File: config.mk
export PLATFORM = sky130hd
export DESIGN_NAME = vscale_debug_hart_ctrl
export DESIGN_NICKNAME = d
export VERILOG_FILES = /design/src/rtl/vscale_debug_hart_ctrl_pkg.sv /design/src/rtl/vscale_debug_timeout_ctr.sv /design/src/rtl/vscale_debug_hart_ctrl.sv
export SDC_FILE = /design/constraint.sdc
export NUM_CORES = 1
export LEC_CHECK = 0
export ABC_AREA = 1
export BUFFER_PORTS_ARGS = -buffer_cell sky130_fd_sc_hd__buf_2
export CAP_MARGIN = 20
export CORE_MARGIN = 2
export CORE_UTILIZATION = 45
export DETAILED_ROUTE_END_ITERATION = 10
export PLACE_DENSITY = 0.83
export SETUP_SLACK_MARGIN = 0.5
export SLEW_MARGIN = 5
export SYNTH_ARGS = -nofsm -noshare
export SYNTH_HDL_FRONTEND = slang
export SYNTH_SLANG_ARGS = --single-unit
File: constraint.sdc
create_clock -name clk -period 1.6 [get_ports clk]
set_input_delay 0.08 -clock clk [delete_from_list [all_inputs] [get_ports clk]]
set_output_delay 0.08 -clock clk [all_outputs]
set_load 0.05 [all_outputs]
File: src/rtl/vscale_debug_hart_ctrl_pkg.sv
// Shared opcode and status encodings for the vscale debug hart run-control engine.
// Only constants live here; each module keeps its own state encoding.
package vscale_debug_hart_ctrl_pkg;

    localparam int DBG_OP_WIDTH     = 2;
    localparam int DBG_STATUS_WIDTH = 2;

    localparam logic [DBG_OP_WIDTH-1:0] DBG_OP_HALT      = 2'd0;
    localparam logic [DBG_OP_WIDTH-1:0] DBG_OP_RESUME    = 2'd1;
    localparam logic [DBG_OP_WIDTH-1:0] DBG_OP_READ_REG  = 2'd2;
    localparam logic [DBG_OP_WIDTH-1:0] DBG_OP_WRITE_REG = 2'd3;

    localparam logic [DBG_STATUS_WIDTH-1:0] DBG_STATUS_OK         = 2'd0;
    localparam logic [DBG_STATUS_WIDTH-1:0] DBG_STATUS_BAD_HART   = 2'd1;
    localparam logic [DBG_STATUS_WIDTH-1:0] DBG_STATUS_NOT_HALTED = 2'd2;
    localparam logic [DBG_STATUS_WIDTH-1:0] DBG_STATUS_TIMEOUT    = 2'd3;

endpackage

File: src/rtl/vscale_debug_timeout_ctr.sv
// Wait-cycle counter: flags expiry on the LIMIT-th enabled cycle after a clear.
// Latency: expired is combinational from the count, valid during the final wait cycle.
// Backpressure: none; clear takes priority over enable.
module vscale_debug_timeout_ctr #(
    parameter int LIMIT = 255
) (
    input  logic clk,
    input  logic reset_n,
    input  logic clear,
    input  logic enable,
    output logic expired
);

    localparam int W = $clog2(LIMIT + 1);

    logic [W-1:0] count;

    always_ff @(posedge clk) begin
        if (!reset_n) begin
            count <= '0;
        end else if (clear) begin
            count <= '0;
        end else if (enable) begin
            count <= count + 1'b1;
        end
    end

    // Count holds completed wait cycles, so the current cycle is number count+1.
    assign expired = enable && (count == W'(LIMIT - 1));

endmodule

File: src/rtl/vscale_debug_hart_ctrl.sv
// Multi-hart debug run-control: halt/resume/register access commands to N_HARTS cores.
// Latency: 1 cycle for immediate responses, 2 for register access, ack-bound for halt/resume.
// Backpressure: one command in flight; cmd_ready only in IDLE, response held until resp_ready.
module vscale_debug_hart_ctrl
    import vscale_debug_hart_ctrl_pkg::*;
#(
    parameter int N_HARTS     = 4,
    parameter int XPR_LEN     = 32,
    parameter int REGNO_WIDTH = 13,
    parameter int CMD_TIMEOUT = 255
) (
    input  logic                       clk,
    input  logic                       reset_n,
    input  logic                       cmd_valid,
    output logic                       cmd_ready,
    input  logic [1:0]                 cmd_op,
    input  logic [3:0]                 cmd_hartsel,
    input  logic [REGNO_WIDTH-1:0]     cmd_regno,
    input  logic [XPR_LEN-1:0]         cmd_wdata,
    output logic                       resp_valid,
    input  logic                       resp_ready,
    output logic [1:0]                 resp_status,
    output logic [XPR_LEN-1:0]         resp_rdata,
    output logic [N_HARTS-1:0]         haltreq,
    output logic [N_HARTS-1:0]         resumereq,
    input  logic [N_HARTS-1:0]         halted,
    input  logic [N_HARTS-1:0]         resumeack,
    output logic [REGNO_WIDTH-1:0]     register_index,
    output logic [XPR_LEN-1:0]         debug_wdata,
    output logic [N_HARTS-1:0]         debug_read,
    output logic [N_HARTS-1:0]         debug_write,
    input  logic [N_HARTS*XPR_LEN-1:0] debug_rdata,
    output logic [N_HARTS-1:0]         halted_summary
);

    localparam logic [2:0] ST_IDLE        = 3'd0;
    localparam logic [2:0] ST_HALT_WAIT   = 3'd1;
    localparam logic [2:0] ST_RESUME_WAIT = 3'd2;
    localparam logic [2:0] ST_ACCESS      = 3'd3;
    localparam logic [2:0] ST_RESP        = 3'd4;

    logic [2:0]         state;
    logic [N_HARTS-1:0] hart_sel;
    logic [N_HARTS-1:0] cmd_onehot;
    logic               cmd_hart_ok;
    logic               cmd_hart_halted;
    logic               cmd_fire;
    logic               timer_en;
    logic               timer_expired;
    logic [XPR_LEN-1:0] rdata_sel;

    assign cmd_ready  = (state == ST_IDLE);
    assign resp_valid = (state == ST_RESP);
    assign cmd_fire   = cmd_valid && cmd_ready;

    // Out-of-range hart indices shift the one-hot to zero.
    assign cmd_onehot      = N_HARTS'(1) << cmd_hartsel;
    assign cmd_hart_ok     = 32'(cmd_hartsel) < N_HARTS;
    assign cmd_hart_halted = |(halted & cmd_onehot);

    assign timer_en = (state == ST_HALT_WAIT) || (state == ST_RESUME_WAIT);

    vscale_debug_timeout_ctr #(
        .LIMIT (CMD_TIMEOUT)
    ) u_timeout (
        .clk     (clk),
        .reset_n (reset_n),
        .clear   (cmd_fire),
        .enable  (timer_en),
        .expired (timer_expired)
    );

    always_comb begin
        rdata_sel = '0;
        for (int h = 0; h < N_HARTS; h++) begin
            if (hart_sel[h]) begin
                rdata_sel = rdata_sel | debug_rdata[h*XPR_LEN +: XPR_LEN];
            end
        end
    end

    always_ff @(posedge clk) begin
        if (!reset_n) begin
            halted_summary <= '0;
        end else begin
            halted_summary <= halted;
        end
    end

    always_ff @(posedge clk) begin
        if (!reset_n) begin
            state          <= ST_IDLE;
            hart_sel       <= '0;
            resp_status    <= DBG_STATUS_OK;
            resp_rdata     <= '0;
            haltreq        <= '0;
            resumereq      <= '0;
            debug_read     <= '0;
            debug_write    <= '0;
            register_index <= '0;
            debug_wdata    <= '0;
        end else begin
            case (state)
                ST_IDLE: begin
                    if (cmd_fire) begin
                        hart_sel       <= cmd_onehot;
                        register_index <= cmd_regno;
                        debug_wdata    <= cmd_wdata;
                        resp_rdata     <= '0;
                        resp_status    <= DBG_STATUS_OK;
                        if (!cmd_hart_ok) begin
                            resp_status <= DBG_STATUS_BAD_HART;
                            state       <= ST_RESP;
                        end else begin
                            case (cmd_op)
                                DBG_OP_HALT: begin
                                    if (cmd_hart_halted) begin
                                        state <= ST_RESP;
                                    end else begin
                                        haltreq <= cmd_onehot;
                                        state   <= ST_HALT_WAIT;
                                    end
                                end
                                DBG_OP_RESUME: begin
                                    if (!cmd_hart_halted) begin
                                        state <= ST_RESP;
                                    end else begin
                                        resumereq <= cmd_onehot;
                                        state     <= ST_RESUME_WAIT;
                                    end
                                end
                                default: begin
                                    if (!cmd_hart_halted) begin
                                        resp_status <= DBG_STATUS_NOT_HALTED;
                                        state       <= ST_RESP;
                                    end else begin
                                        if (cmd_op == DBG_OP_READ_REG) begin
                                            debug_read <= cmd_onehot;
                                        end else begin
                                            debug_write <= cmd_onehot;
                                        end
                                        state <= ST_ACCESS;
                                    end
                                end
                            endcase
                        end
                    end
                end
                ST_HALT_WAIT: begin
                    // An ack in the expiring cycle still counts as success.
                    if (|(halted & hart_sel)) begin
                        haltreq <= '0;
                        state   <= ST_RESP;
                    end else if (timer_expired) begin
                        haltreq     <= '0;
                        resp_status <= DBG_STATUS_TIMEOUT;
                        state       <= ST_RESP;
                    end
                end
                ST_RESUME_WAIT: begin
                    if (|(resumeack & hart_sel)) begin
                        resumereq <= '0;
                        state     <= ST_RESP;
                    end else if (timer_expired) begin
                        resumereq   <= '0;
                        resp_status <= DBG_STATUS_TIMEOUT;
                        state       <= ST_RESP;
                    end
                end
                ST_ACCESS: begin
                    if (|debug_read) begin
                        resp_rdata <= rdata_sel;
                    end
                    debug_read  <= '0;
                    debug_write <= '0;
                    state       <= ST_RESP;
                end
                ST_RESP: begin
                    if (resp_ready) begin
                        state <= ST_IDLE;
                    end
                end
                default: begin
                    state <= ST_IDLE;
                end
            endcase
        end
    end

endmodule

==> results.md <==
* Status: finished, violations left
* Violated checks: setup timing
* Reg2reg end: debug_write[3]$_SDFFE_PN0P_
* Final setup violation count at 39
* Grt total ovfl at 0
* Starting density of the core at 45.53%
* Worst r2r path cells at 10
* Cells after synthesis at 820
* Crit Path Category: flop to flop
* Inst Count DP at 1231
* Nets at 1412
* Worst-path fanout max at 7
* Global-route wire length before repair at 36440 um
* CTS tree: built
* Top cells by area, synth: dfxtp_1 42%, nand2_1 26%, a21oi_1 8.3%
* Worst slew margin relative to its limit at 68.32%
* Reg2Reg Setup Slack at -0.33 ns
* Top Ports at 292
* Via density at 5.782
* Critical path depth at 10
* Max Root-Sink Buffers at 2
* Final wirelength at 29760 um
* Most common cell after layout, fill and taps aside: nand2_1
* Crit path launch: state[2]$_SDFFE_PN0P_
* Synth top area share at 42.26%
* Reg clk slew, reported paths at 0.06 ns
* GRT Total Usage at 36.25%
* Int Pwr at 7380 uW
* Post-synth cell types at 27
* Share of cells above drive strength 1 at 48.86%
* Total core area at 0.01186 sq mm
* H-tree lvl count at 4
* Die Ht at 113.5 um
* Worst-margin pin slew at 0.4752 ns
* Worst-Skew Late Latency at 0.43 ns
* Fmax at 0.5171 GHz
* Fillers at 590
* Port-buffer cells at 291
* Mapped Avg Cell Area at 6.586 sq um
* ANT nets after route at 0
* Die X at 113.5 um
* Hold Worst Slack at 0.04332 ns
* Leading cell types in the layout, fill and taps excluded: 296 x nand2_1, 200 x buf_2, 98 x dfxtp_1, 84 x buf_4, 63 x a21oi_1
* CP Cell Sequence: inv_6 > nand2_4 > nor2_4 > buf_6 > nand2_8 > buf_6 > nand2_8 > nand4_1 > nand2_1 > nor2_1
* CP delay by family, top: simple AND/OR/NAND/NOR gates
* Psw at 3916 uW
* Area Overhead vs Synth at 90.08%
* Slew Limit Fails at 0
* Worst Setup End Kind: flop
* DRC viols at 0
* RSZ-0062 raised after global routing: yes
* Via count of the first global-routing pass at 7294
* Clock skew at 0.01384 ns
* Largest net degree at the start of global routing at 79
* Clock Power Share at 36.7%
* Post-synth top area cell: dfxtp_1
* Worst vdd rail ir drop at 0.8190 mV
* Reg-to-reg startpoint: state[2]$_SDFFE_PN0P_
* CTS Buf Count at 17
* HP Class: input port to flop
* Root buffer cell: clkbuf_16
* HPWL Detailed at 13080 um
* Setup WS pre-CTS at 0.09750 ns
* Synth Register Bits at 114
* Vias at 7985
* Period utilization at 120.9%
* Slowest-stage cell, CP: nand4_1
* MaxCap Viol Count at 0
* Syn nets at 1013
* Rows at 40
* Netlist Area Pre-Place at 0.005400 sq mm
* Seq/Total Area, Yosys at 42.26%
* Comb power frac at 35.2%
* Reg power frac at 28.1%
* Buf+Inv Stages, Crit Path at 3
* Worst path max stage delay at 0.37 ns
* Sinks on Clock Net at 114
* DR pass1 iterations at 6
* Final count of hold timing violations at 0
* Cell area power density at 1100 mW/mm^2
* Final worst path period need at 1.934 ns
* Critical path endpoint: debug_write[3]$_SDFFE_PN0P_
* Gpl congestion at 0.9411
* Sw frac at 34.67%
* Non-Filler Instances at 1381
* Setup TNS at -1.657 ns
* Worst Path Required at 1.92 ns
* Worst Slack Setup Final at -0.3338 ns
* Initial DRC count at 997
* Pleak at 0.004813 uW
* Yosys warning total at 0
* Util after Layout at 86.54%
* Crit path DAT at 2.25 ns
* DR WL/cell at 21.55 um
* Startpoint types: flop
* Initial antenna violation count at 3
* Die area at 0.01289 sq mm
[worst register-to-register path: cells and delay by family (launching register included)]
| family | cells | cell delay, ns |
|---|---|---|
| buf+inv | 3 | 0.41 |
| flops | 1 | 0.36 |
| simple gates | 7 | 1.06 |
[kinds of logic after synthesis]
kind of cell / count (synthesis) / synth area share [%]
simple gates: 486 / 37.28
xor+xnor: 1 / 0.1622
fa+ha+maj: 2 / 0.4633
buf+inv: 98 / 7.715
flops: 114 / 42.26
compound gates: 119 / 12.12
[final cells by class]
type                    instances  area (sq um)  share of cell area (%)
multi-input cells             611          3490                   34.00
repair buffers                422          3395                   33.07
flip-flops and latches        114          2320                   22.60
clock buffers                  25         518.0                   5.046
inverters                      53         236.5                   2.304
well taps                     147         183.9                   1.792
clock inverters                 7         117.6                   1.146
diodes                          2         5.005                 0.04876
[flip-flops by register name, summed over array words and instances, names as in the netlist, 4 cells and up]
| name | flops |
|---|---|
| debug_write | 4 |
| u_timeout.count | 8 |
| haltreq | 4 |
| hart_sel | 4 |
| register_index | 13 |
| halted_summary | 4 |
| debug_wdata | 32 |
| debug_read | 4 |
| resumereq | 4 |
| resp_rdata | 32 |
[timing repair]
item,CTS,global route
setup endpoints to repair,166,154
pin swaps,23,61
hold buffers,51,0
hold endpoints to repair,51,0
gates cloned,12,6
buffers inserted,30,17
resized for setup,104,254
[per-layer routing]
metal  vias to the layer above  global-route usage, %  part of all wire, %
met5                         -                      0                0.044
met4                         2                  26.02                  9.3
met3                       242                  8.980                   10
met2                       650                  62.08                   48
met1                      3660                  39.06                   32
li1                       3431                      -                    -
[power by group through the flow]
stage               clock (uW)  combinational [uW]  sequential (uW)
floorplan                    0                1160             3680
global placement             0                2260             3170
detailed placement           0                2270             3170
CTS                       4040                3140             3110
global route              4280                4110             3180
finish                    4150                3980             3170
[worst min path at each step]
stage | start | to | cells past startpoint
finish | debug_rdata[35] | resp_rdata[3]$_SDFFE_PN0P_ | 5
global route | debug_rdata[12] | resp_rdata[12]$_SDFFE_PN0P_ | 5
CTS | cmd_hartsel[0] | hart_sel[0]$_SDFFE_PN0P_ | 4
detailed placement | halted[0] | halted_summary[0]$_SDFF_PN0_ | 3
global placement | halted[0] | halted_summary[0]$_SDFF_PN0_ | 3
floorplan | halted[0] | halted_summary[0]$_SDFF_PN0_ | 2
[synthesized netlist by cell type]
master and count:
buf_1 1, a21oi_1 90, a21oi_2 10, buf_4 3, nor3_1 3, xnor2_1 1, nor2_1 38, o21bai_1 2
o21ai_4 1, clkbuf_1 26, buf_2 12, or2_2 1, nand2_1 369, ha_1 2, inv_2 3, o21ai_0 12
o21ai_1 2, o21a_1 2, nor3_2 1, buf_6 3, dfxtp_1 114, inv_1 49, nand3_1 16, nand4_1 42
nand3_2 3, nand2_2 13, clkinv_1 1
[stage by stage]
step | power [uW] | area (sq um)
floorplan | 4842 | 5647
global placement | 5424 | 7189
detailed placement | 5445 | 7189
CTS | 10300 | 9240
global route | 11570 | 10260
finish | 11300 | 10260
No activity file was read; power rests on OpenSTA's default activity.
